===== src/rtl/sr_digit_reader_if.sv =====
// Signal bundle between the digit reader and whoever feeds it and reads its display outputs.
interface sr_digit_reader_if #(
  parameter int SELW = 3
);
  logic            serial_in;
  logic [SELW-1:0] sel;
  logic            freeze;
  logic [3:0]      digit;
  logic [6:0]      seg;
  logic            digit_valid;
  logic            frame;

  modport master (
    output serial_in, sel, freeze,
    input  digit, seg, digit_valid, frame
  );

  modport slave (
    input  serial_in, sel, freeze,
    output digit, seg, digit_valid, frame
  );
endinterface


===== src/rtl/sr_digit_reader.sv =====
// Tracks bit position in the recirculating hex frame, captures the selected digit
// and drives a registered 7-segment pattern for it.
module sr_digit_reader #(
  parameter int DIGITS = 8,
  parameter int SELW   = 3
) (
  input logic              clk,
  input logic              rst,
  sr_digit_reader_if.slave bus
);
  localparam int LEN = 4 * DIGITS;
  localparam int PW  = $clog2(LEN);

  logic [PW-1:0]   pos_reg, pos_next;
  logic [3:0]      acc_reg, acc_next;
  logic [SELW-1:0] sel_q_reg;
  logic [3:0]      digit_reg;
  logic [6:0]      seg_reg;
  logic            valid_reg;
  logic            frame_reg;
  logic [PW-1:0]   slot;
  logic            capture;

  function automatic logic [6:0] seg_decode(input logic [3:0] v);
    logic [6:0] s;
    case (v)
      4'h0: s = 7'h3F;  4'h1: s = 7'h06;  4'h2: s = 7'h5B;  4'h3: s = 7'h4F;
      4'h4: s = 7'h66;  4'h5: s = 7'h6D;  4'h6: s = 7'h7D;  4'h7: s = 7'h07;
      4'h8: s = 7'h7F;  4'h9: s = 7'h6F;  4'hA: s = 7'h77;  4'hB: s = 7'h7C;
      4'hC: s = 7'h39;  4'hD: s = 7'h5E;  4'hE: s = 7'h79;  default: s = 7'h71;
    endcase
    return s;
  endfunction

  assign pos_next = (pos_reg == PW'(LEN - 1)) ? '0 : pos_reg + PW'(1);
  // The last bit of the nibble is still on serial_in, so the completed digit is acc_next.
  assign acc_next = {bus.serial_in, acc_reg[3:1]};
  assign slot     = pos_reg >> 2;
  // Out-of-range sel_q never matches a slot, so no capture happens for it.
  assign capture  = (pos_reg[1:0] == 2'd3) && (slot == PW'(sel_q_reg)) && !bus.freeze;

  always_ff @(posedge clk or posedge rst) begin
    if (rst) begin
      pos_reg   <= '0;
      acc_reg   <= '0;
      sel_q_reg <= '0;
      digit_reg <= '0;
      seg_reg   <= 7'h00;
      valid_reg <= 1'b0;
      frame_reg <= 1'b1;
    end else begin
      pos_reg   <= pos_next;
      acc_reg   <= acc_next;
      frame_reg <= (pos_next == '0);
      if (pos_reg == '0)
        sel_q_reg <= bus.sel;
      if (capture) begin
        digit_reg <= acc_next;
        seg_reg   <= seg_decode(acc_next);
        valid_reg <= 1'b1;
      end
    end
  end

  assign bus.digit       = digit_reg;
  assign bus.seg         = seg_reg;
  assign bus.digit_valid = valid_reg;
  assign bus.frame       = frame_reg;
endmodule


===== src/flat_wrapper.sv =====
// flat-port wrapper written by rule: the top's interface ports become plain ports
module sr_digit_reader_flat 
#(
  parameter int DIGITS = 8,
  parameter int SELW   = 3
)
  (clk, rst, bus_serial_in, bus_sel, bus_freeze, bus_digit, bus_seg, bus_digit_valid, bus_frame);
  sr_digit_reader_if #(.SELW(SELW)) bus_i ();
  input logic clk;
  input logic rst;
  input wire logic [$bits(bus_i.serial_in)-1:0] bus_serial_in;
  input wire logic [$bits(bus_i.sel)-1:0] bus_sel;
  input wire logic [$bits(bus_i.freeze)-1:0] bus_freeze;
  output wire logic [$bits(bus_i.digit)-1:0] bus_digit;
  output wire logic [$bits(bus_i.seg)-1:0] bus_seg;
  output wire logic [$bits(bus_i.digit_valid)-1:0] bus_digit_valid;
  output wire logic [$bits(bus_i.frame)-1:0] bus_frame;
  assign bus_i.serial_in = bus_serial_in;
  assign bus_i.sel = bus_sel;
  assign bus_i.freeze = bus_freeze;
  assign bus_digit = bus_i.digit;
  assign bus_seg = bus_i.seg;
  assign bus_digit_valid = bus_i.digit_valid;
  assign bus_frame = bus_i.frame;
  sr_digit_reader #(.DIGITS(DIGITS), .SELW(SELW)) u_core (.clk(clk), .rst(rst), .bus(bus_i));
endmodule

===== config.mk =====
export PLATFORM = sky130hd
export DESIGN_NAME = sr_digit_reader_flat
export DESIGN_NICKNAME = d
export VERILOG_FILES = /design/src/rtl/sr_digit_reader_if.sv /design/src/rtl/sr_digit_reader.sv /design/src/flat_wrapper.sv
export SDC_FILE = /design/constraint.sdc
export NUM_CORES = 1
export LEC_CHECK = 0
export ABC_AREA = 0
export BUFFER_PORTS_ARGS = -buffer_cell sky130_fd_sc_hd__buf_2
export CORE_ASPECT_RATIO = 0.75
export CORE_MARGIN = 1.5
export CORE_UTILIZATION = 55
export DETAILED_ROUTE_END_ITERATION = 16
export PLACE_DENSITY = 0.76
export SLEW_MARGIN = 20
export SYNTH_ARGS = -nofsm -noshare
export SYNTH_HDL_FRONTEND = slang
export SYNTH_SLANG_ARGS = --single-unit
export TNS_END_PERCENT = 20

===== constraint.sdc =====
create_clock -name clk -period 4.85 [get_ports clk]
set_input_delay 0.7275 -clock clk [delete_from_list [all_inputs] [get_ports clk]]
set_output_delay 0.7275 -clock clk [all_outputs]
set_load 0.02 [all_outputs]

After elaboration in Yosys (flattened, before gate mapping)
Memories as Yosys holds them, arrays and structs flattened. A register that Yosys moved wholly into a read port is not among the register bits.
Cells that the tools add are included.
- add/sub/neg operators: 1
- reductions and logical operators: 5
- multiplexer cells: 1
- equality and inequality tests: 3
- operators by type and width (cell ; number):
    5-bit zero test ; 2
    5-bit by 1-bit adder with 5-bit output (second input constant) ; 1
    5-bit == test (second input constant) ; 1
    5-bit two-way mux ; 1
    3-bit == test ; 1
    2-bit == test (second input constant) ; 1
    1-bit logical AND ; 2
    1-bit zero test ; 1
- memory bits (read-only): 112
- register bits: 18
- memories: 1
- word-level logic and storage cells: 17
- bits of input ports: 7
- output and inout bits: 13
- memory list (name ; words ; bits a word ; rd ports ; clocked after memory_dff ; write ports ; RTL line ; source):
    (name not given) ; 16 ; 7 ; 1 ; 1 ; 0 ; sr_digit_reader.sv:26 ; case (v)

Depth between registers and ports, before layout
Gate-level depths: netlist of run 1.
- depth in word-level cells: 3
- depth in mapped cells: 6
- depth with buffers taken out: 6

Worst setup path after synthesis of run 1
Ideal clock, no wire load.
- kind: input-to-reg
- start point: in bus_freeze
- end point: reg u_core.digit_reg[0] (netlist: u_core.bus.digit[0])
- buffers on the path: 1
- setup slack: 3.067 ns
- data required time: 4.725 ns
- cell stages on the path: 4
- setup time: 0.125 ns
- arrival time: 1.659 ns
- cells stage by stage: nand2b_1 > nor4_4 > buf_6 > mux2_2
- cells in the longest elaborated chain, start to end: 2
- ends and longest elaborated chain (item ; RTL line ; source):
    from (decl) ; flat_wrapper.sv:13 ; input wire logic [$bits(bus_i.freeze)-1:0] bus_freeze;
    1-bit zero test ; sr_digit_reader.sv:40 ; assign capture = (pos_reg[1:0] == 2'd3) && (slot == PW'(sel_q_reg)) && !bus.freeze;
    1-bit logical AND ; sr_digit_reader.sv:40 ;
    to (signal assigned) ; sr_digit_reader.sv:58 ; digit_reg <= acc_next;
    to (decl) ; sr_digit_reader.sv:17 ; logic [3:0] digit_reg;
Every way passes these cells.
A chain may end at the register's enable or synchronous reset.

Worst setup path after layout of run 1
- start point: reg u_core.pos_reg[0]
- end point: reg u_core.digit_reg[3] (netlist: u_core.bus.digit[3])
- cells in the longest elaborated chain, start to end: 3
- ends and longest elaborated chain (item ; RTL line ; source):
    from (decl) ; sr_digit_reader.sv:14 ; logic [PW-1:0] pos_reg, pos_next;
    from (signal assigned) ; sr_digit_reader.sv:52 ; pos_reg <= pos_next;
    2-bit == test ; sr_digit_reader.sv:40 ;
    1-bit logical AND (2 in series) ; sr_digit_reader.sv:40 ;
Every way passes these cells.

==> results of run 1 <==
## critical path: stages, from the launching register on
cell      delay, ns
dfrtp_1        0.41
ha_1           0.23
nand2b_1       0.10
nor4_4         0.66
mux2_2         0.42
## routing by layer
metal | wire length, um | global-route usage
met3 | 92 | 0.0687
met5 | 0 | 0
met4 | 24 | 0.0558
met1 | 961 | 0.260
met2 | 792 | 0.245
## worst max path at each step
| stage | startpoint | endpoint | cells after the start |
|---|---|---|---|
| floorplan | bus_freeze | u_core.bus.digit[0] | 4 |
| global placement | bus_freeze | u_core.bus.seg[5] | 4 |
| detailed placement | bus_freeze | u_core.bus.digit[3] | 4 |
| CTS | u_core.pos_reg[0] | u_core.bus.digit[3] | 4 |
| global route | u_core.pos_reg[0] | u_core.bus.digit[3] | 4 |
| finish | u_core.pos_reg[0] | u_core.bus.digit[3] | 4 |
## power breakdown
part / total [W] / switching [W] / internal, W
Sequential: 0.000229 / 0.0000103 / 0.000218
Clock: 0.0000874 / 0.0000553 / 0.0000321
Combinational: 0.0000781 / 0.0000446 / 0.0000335
Total: 0.000394 / 0.000110 / 0.000284
## layout by cell type (no fill, tap or decap), drive strengths merged
master   count
dfrtp       23
buf         19
mux2        16
ha          10
inv          9
xor2         5
nor2         4
clkbuf       4
nor2b        3
mux2i        3
nand2b       2
a22oi        2
nor4         1
or2          1
nor4b        1
and2         1
nand3        1
a2111oi      1
o21a         1
mux4         1
a21o         1
o31ai        1
a32oi        1
nor3         1
a21oi        1
and3         1
dfstp        1
## cell families (layout without fill, tap and decap cells)
logic type / count (synthesis) / in the layout / synth area share
AO/OA/AOI/OAI: 8 / 8 / 0.0489
adder cells (fa/ha/maj): 10 / 10 / 0.102
buffers and inverters: 12 / 32 / 0.0469
AND/OR/NAND/NOR: 16 / 16 / 0.0866
XOR/XNOR: 5 / 5 / 0.0357
multiplexers: 20 / 20 / 0.190
flip-flops: 24 / 24 / 0.490
## final cells by class
cell class / instances / area share
Sequential cell: 24 / 0.444
Multi-Input combinational cell: 59 / 0.419
Timing Repair Buffer: 19 / 0.0702
Inverter: 9 / 0.0249
Tap cell: 24 / 0.0222
Clock buffer: 4 / 0.0194
## per-stage QoR
step	area (sq um)	util	setup WS, ns
finish	1360	0.661	2.93
global route	1360	0.661	2.76
CTS	1360	0.661	2.90
detailed placement	1330	0.648	2.63
global placement	1330	0.648	2.65
floorplan	1230	-	3.07
==> results.py, run 1 <==
metrics = {
    "status": {
        "status": "complete, no violations",
    },
    "grt": {
        "antenna_found_initial": 0,
        "overflow": 0,
        "grt_max_degree": 25,
        "grtUsageTotal": 0.178,
        "grt_pass1_vias": 701,
        "grt_pass1_wl_um": 3240,
    },
    "clock_tree": {
        "cts-resized-gates": 0,
        "cts.clk_slew.worst_paths_ns": 0.12,
        "cts_tree": "built",
        "insertion_delay_ns": 0.31,
        "clock_sinks": 24,
        "ctsLongestPathBuffers": 2,
        "ctsHoldBuffers": 0,
        "cts_root_buf": "clkbuf_4",
        "cts-buffers-inserted": 3,
        "h-tree-depth": 1,
        "postCtsSetupRepairBufs": 0,
    },
    "drt": {
        "wl_um": 1870,
        "via_count": 764,
        "drt_iter0_markers": 12,
        "vias_per_cell": 5.50,
        "drcViolationCount": 0,
        "wire_per_inst_um": 13.5,
        "drt_pre_antenna_iters": 4,
        "ant_nets": 0,
    },
    "worst_hold_path": {
        "holdPathEnd": "u_core.bus.digit_valid",
        "min_path_type": "reg2reg",
        "min-delay-start": "u_core.bus.digit_valid",
        "hold_depth": 1,
    },
    "place": {
        "port_buffers": 19,
        "dp_hpwl_um": 1410,
        "gp_congestion": 0.755,
        "dp.cells": 135,
    },
    "synthesis": {
        "ys_seq_area_frac": 0.490,
        "synth_area_per_cell_sq_um": 12.9,
        "synthTopCellsByCount": "dfrtp_1, mux2_2, ha_1",
        "syn_area_sq_um": 1230,
        "synth_top_cell_by_area": "dfrtp_1",
        "syn_nets": 112,
        "synth-edff-count": 0,
        "yosysWarnings": 0,
        "yosysMostFrequentCell": "dfrtp_1",
        "synth_area_leaders": "dfrtp_1, mux2_2, ha_1",
        "synth_ff_type": "dfrtp_1",
        "synthDominantCellAreaShare": 0.469,
        "ys_ff_latch": 24,
        "async_reset_ff_frac": 1.00,
        "ys_types": 28,
        "synthCells": 95,
    },
    "pwr": {
        "p_leak_nw": 0.666,
        "power_w": 0.000394,
        "cellPowerDensity_nw_per_um2": 291,
        "max-vdd-ir-drop_v": 0.000224,
    },
    "die": {
        "die_w_um": 57.6,
        "die_h_um": 43.9,
        "die-area_sq_um": 2530,
        "coreArea_sq_um": 2050,
        "num_rows": 14,
        "start_util": 0.599,
        "boundaryPins": 20,
    },
    "timing": {
        "final.setup.tns_ns": 0,
        "max_freq_mhz": 521,
        "slew_violations": 0,
        "relSlewSlack": 0.414,
        "setup_violations": 0,
        "hold_viol": 0,
        "layout_min_cycle_time_ns": 1.92,
        "rsz0062_at_grt": "false",
        "whs_ns": 0.489,
        "tightest_slew_ns": 0.878,
        "finalCritPeriodShare": 0.396,
        "finClkSkew_ns": 0.00589,
    },
    "critical_path": {
        "reg2reg_depth": 4,
        "setup.worst_path.start_class": "flip-flop",
        "r2r_slack_ns": 2.93,
        "required_ns": 5.06,
        "worst-setup-path-type": "reg2reg",
        "r2r_end": "u_core.bus.digit[3]",
        "rr_startpoint": "u_core.pos_reg[0]",
        "worst-path-max-fanout": 12,
        "arrival_ns": 2.13,
        "critPathCaptureType": "flip-flop",
    },
    "finish": {
        "fill_cells": 165,
        "fin_cells": 139,
        "drive_gt1_frac": 0.374,
        "nets": 133,
        "regArea_sq_um": 602,
        "multi_input_area_sq_um": 568,
        "diodes": 0,
        "largest_reg_flops": 7,
        "area_growth_syn_to_layout_pct": 10.4,
    },
    "flow_run": {
        "maxCapViolCount": 0,
    },
}
No activity file was read; power rests on OpenSTA's default activity.
==> inputs of run 2 (changes only) <==
CORE_UTILIZATION = 54   (was 55)
PLACE_DENSITY = 0.75   (was 0.76)
clock period = 2 ns   (was 4.85 ns; I/O delays follow)
==> results.py, run 2 (same netlist as run 1, synthesis figures left out) <==
metrics = {
    "status": {
        "status": "complete, no violations",
    },
    "clock_tree": {
        "cts-buffers-inserted": 3,
        "insertion_delay_ns": 0.32,
        "cts.clk_slew.worst_paths_ns": 0.13,
        "clock_sinks": 24,
        "cts_tree": "built",
        "h-tree-depth": 1,
        "postCtsSetupRepairBufs": 0,
        "cts-resized-gates": 0,
        "cts_root_buf": "clkbuf_4",
        "ctsLongestPathBuffers": 2,
        "ctsHoldBuffers": 1,
    },
    "drt": {
        "via_count": 772,
        "wire_per_inst_um": 14.0,
        "drt_pre_antenna_iters": 5,
        "ant_nets": 0,
        "drcViolationCount": 0,
        "wl_um": 2010,
        "drt_iter0_markers": 11,
        "vias_per_cell": 5.40,
    },
    "critical_path": {
        "arrival_ns": 2.04,
        "critPathCaptureType": "flip-flop",
        "worst-setup-path-type": "reg2reg",
        "required_ns": 2.27,
        "worst-path-max-fanout": 5,
        "setup.worst_path.start_class": "flip-flop",
    },
    "timing": {
        "relSlewSlack": 0.749,
        "setup_violations": 0,
        "max_freq_mhz": 565,
        "final.setup.tns_ns": 0,
        "layout_min_cycle_time_ns": 1.77,
        "finalCritPeriodShare": 0.885,
        "tightest_slew_ns": 0.367,
        "slew_violations": 0,
        "finClkSkew_ns": 0.0153,
        "rsz0062_at_grt": "false",
        "hold_viol": 0,
    },
    "finish": {
        "final_cell_mix": "dfrtp_1, buf_2, mux2_2",
        "area_growth_syn_to_layout_pct": 15.2,
        "diodes": 0,
        "layout_commonest_cell": "dfrtp_1",
        "drive_gt1_frac": 0.395,
        "fill_cells": 155,
        "fin_util": 0.684,
        "nets": 137,
        "largest_reg_flops": 7,
    },
    "place": {
        "port_buffers": 19,
        "gp_congestion": 0.791,
        "dp_hpwl_um": 1480,
    },
    "pwr": {
        "cellPowerDensity_nw_per_um2": 771,
        "max-vdd-ir-drop_v": 0.000681,
        "p_leak_nw": 0.698,
    },
    "grt": {
        "antenna_found_initial": 0,
        "grt_pass1_wl_um": 3440,
        "overflow": 0,
        "grtUsageTotal": 0.186,
        "grt_pass1_vias": 748,
        "grt_max_degree": 25,
    },
    "die": {
        "die_w_um": 58.1,
        "die_h_um": 44.3,
        "die-area_sq_um": 2570,
        "boundaryPins": 20,
        "num_rows": 14,
        "start_util": 0.594,
        "coreArea_sq_um": 2070,
    },
    "worst_hold_path": {
        "min_path_type": "in2reg",
    },
    "flow_run": {
        "maxCapViolCount": 0,
    },
}
## run 2: worst paths after layout
| kind | from | to | slack, ns | cells after the start |
|---|---|---|---|---|
| worst max-delay path | u_core.pos_reg[0] | u_core.bus.frame | 0.23 | 6 |
| worst min-delay path | bus_sel[0] | u_core.sel_q_reg[0] | 0.22 | 2 |
| worst max register to register | u_core.pos_reg[0] | u_core.bus.frame | 0.23 | 6 |
| worst min register to register | u_core.bus.digit_valid | u_core.bus.digit_valid | 0.49 | 1 |
| max in group asynchronous | rst | u_core.bus.frame | 1.16 | 4 |
| min in group asynchronous | rst | u_core.bus.seg[0] | 0.56 | 4 |
## run 2: per-layer routing
layer,vias up,wire [um],part of all wire,track usage
li1,373,-,-,-
met1,376,978,0.49,0.257
met2,21,914,0.46,0.282
met3,2,98,0.049,0.0614
met4,0,13,0.0065,0.0558
met5,-,0,0,0
## run 2: cell type report
type / instances / area (sq um) / area share
sequential: 24 / 602 / 0.426
multi-input combinational: 59 / 568 / 0.402
timing repair buffer: 23 / 128 / 0.0903
inverter: 9 / 33.8 / 0.0239
clock inverter: 1 / 30.0 / 0.0212
tap: 24 / 30.0 / 0.0212
clock buffer: 3 / 22.5 / 0.0159
## run 2: worst max-delay path, cell delays in order (launching register included)
cell and delay (ns):
dfrtp_1 0.43, ha_1 0.22, and3_2 0.19, ha_1 0.22, nor2_1 0.08, a2111oi_0 0.39, o21a_1 0.19
## run 2: metrics by stage
stage                     power [W]  instance area, sq um  instances  hold slack, ns  setup slack, ns
after floorplan            0.000694                  1230         95           0.314            0.425
after global placement     0.000751                  1350        138           0.353            0.363
after detailed placement   0.000758                  1350        138           0.362            0.256
after CTS                   0.00111                  1410        143           0.207            0.223
after global routing        0.00114                  1410        143           0.202           0.0344
final                       0.00109                  1410        143           0.218            0.230
## run 2: report_power, final
group / total, W / internal, W / leakage, nW / switching [W]
clock: 0.000343 / 0.000203 / 0.0279 / 0.000140
sequential: 0.000555 / 0.000529 / 0.287 / 0.0000254
combinational: 0.000192 / 0.0000837 / 0.384 / 0.000108
total: 0.00109 / 0.000816 / 0.698 / 0.000274
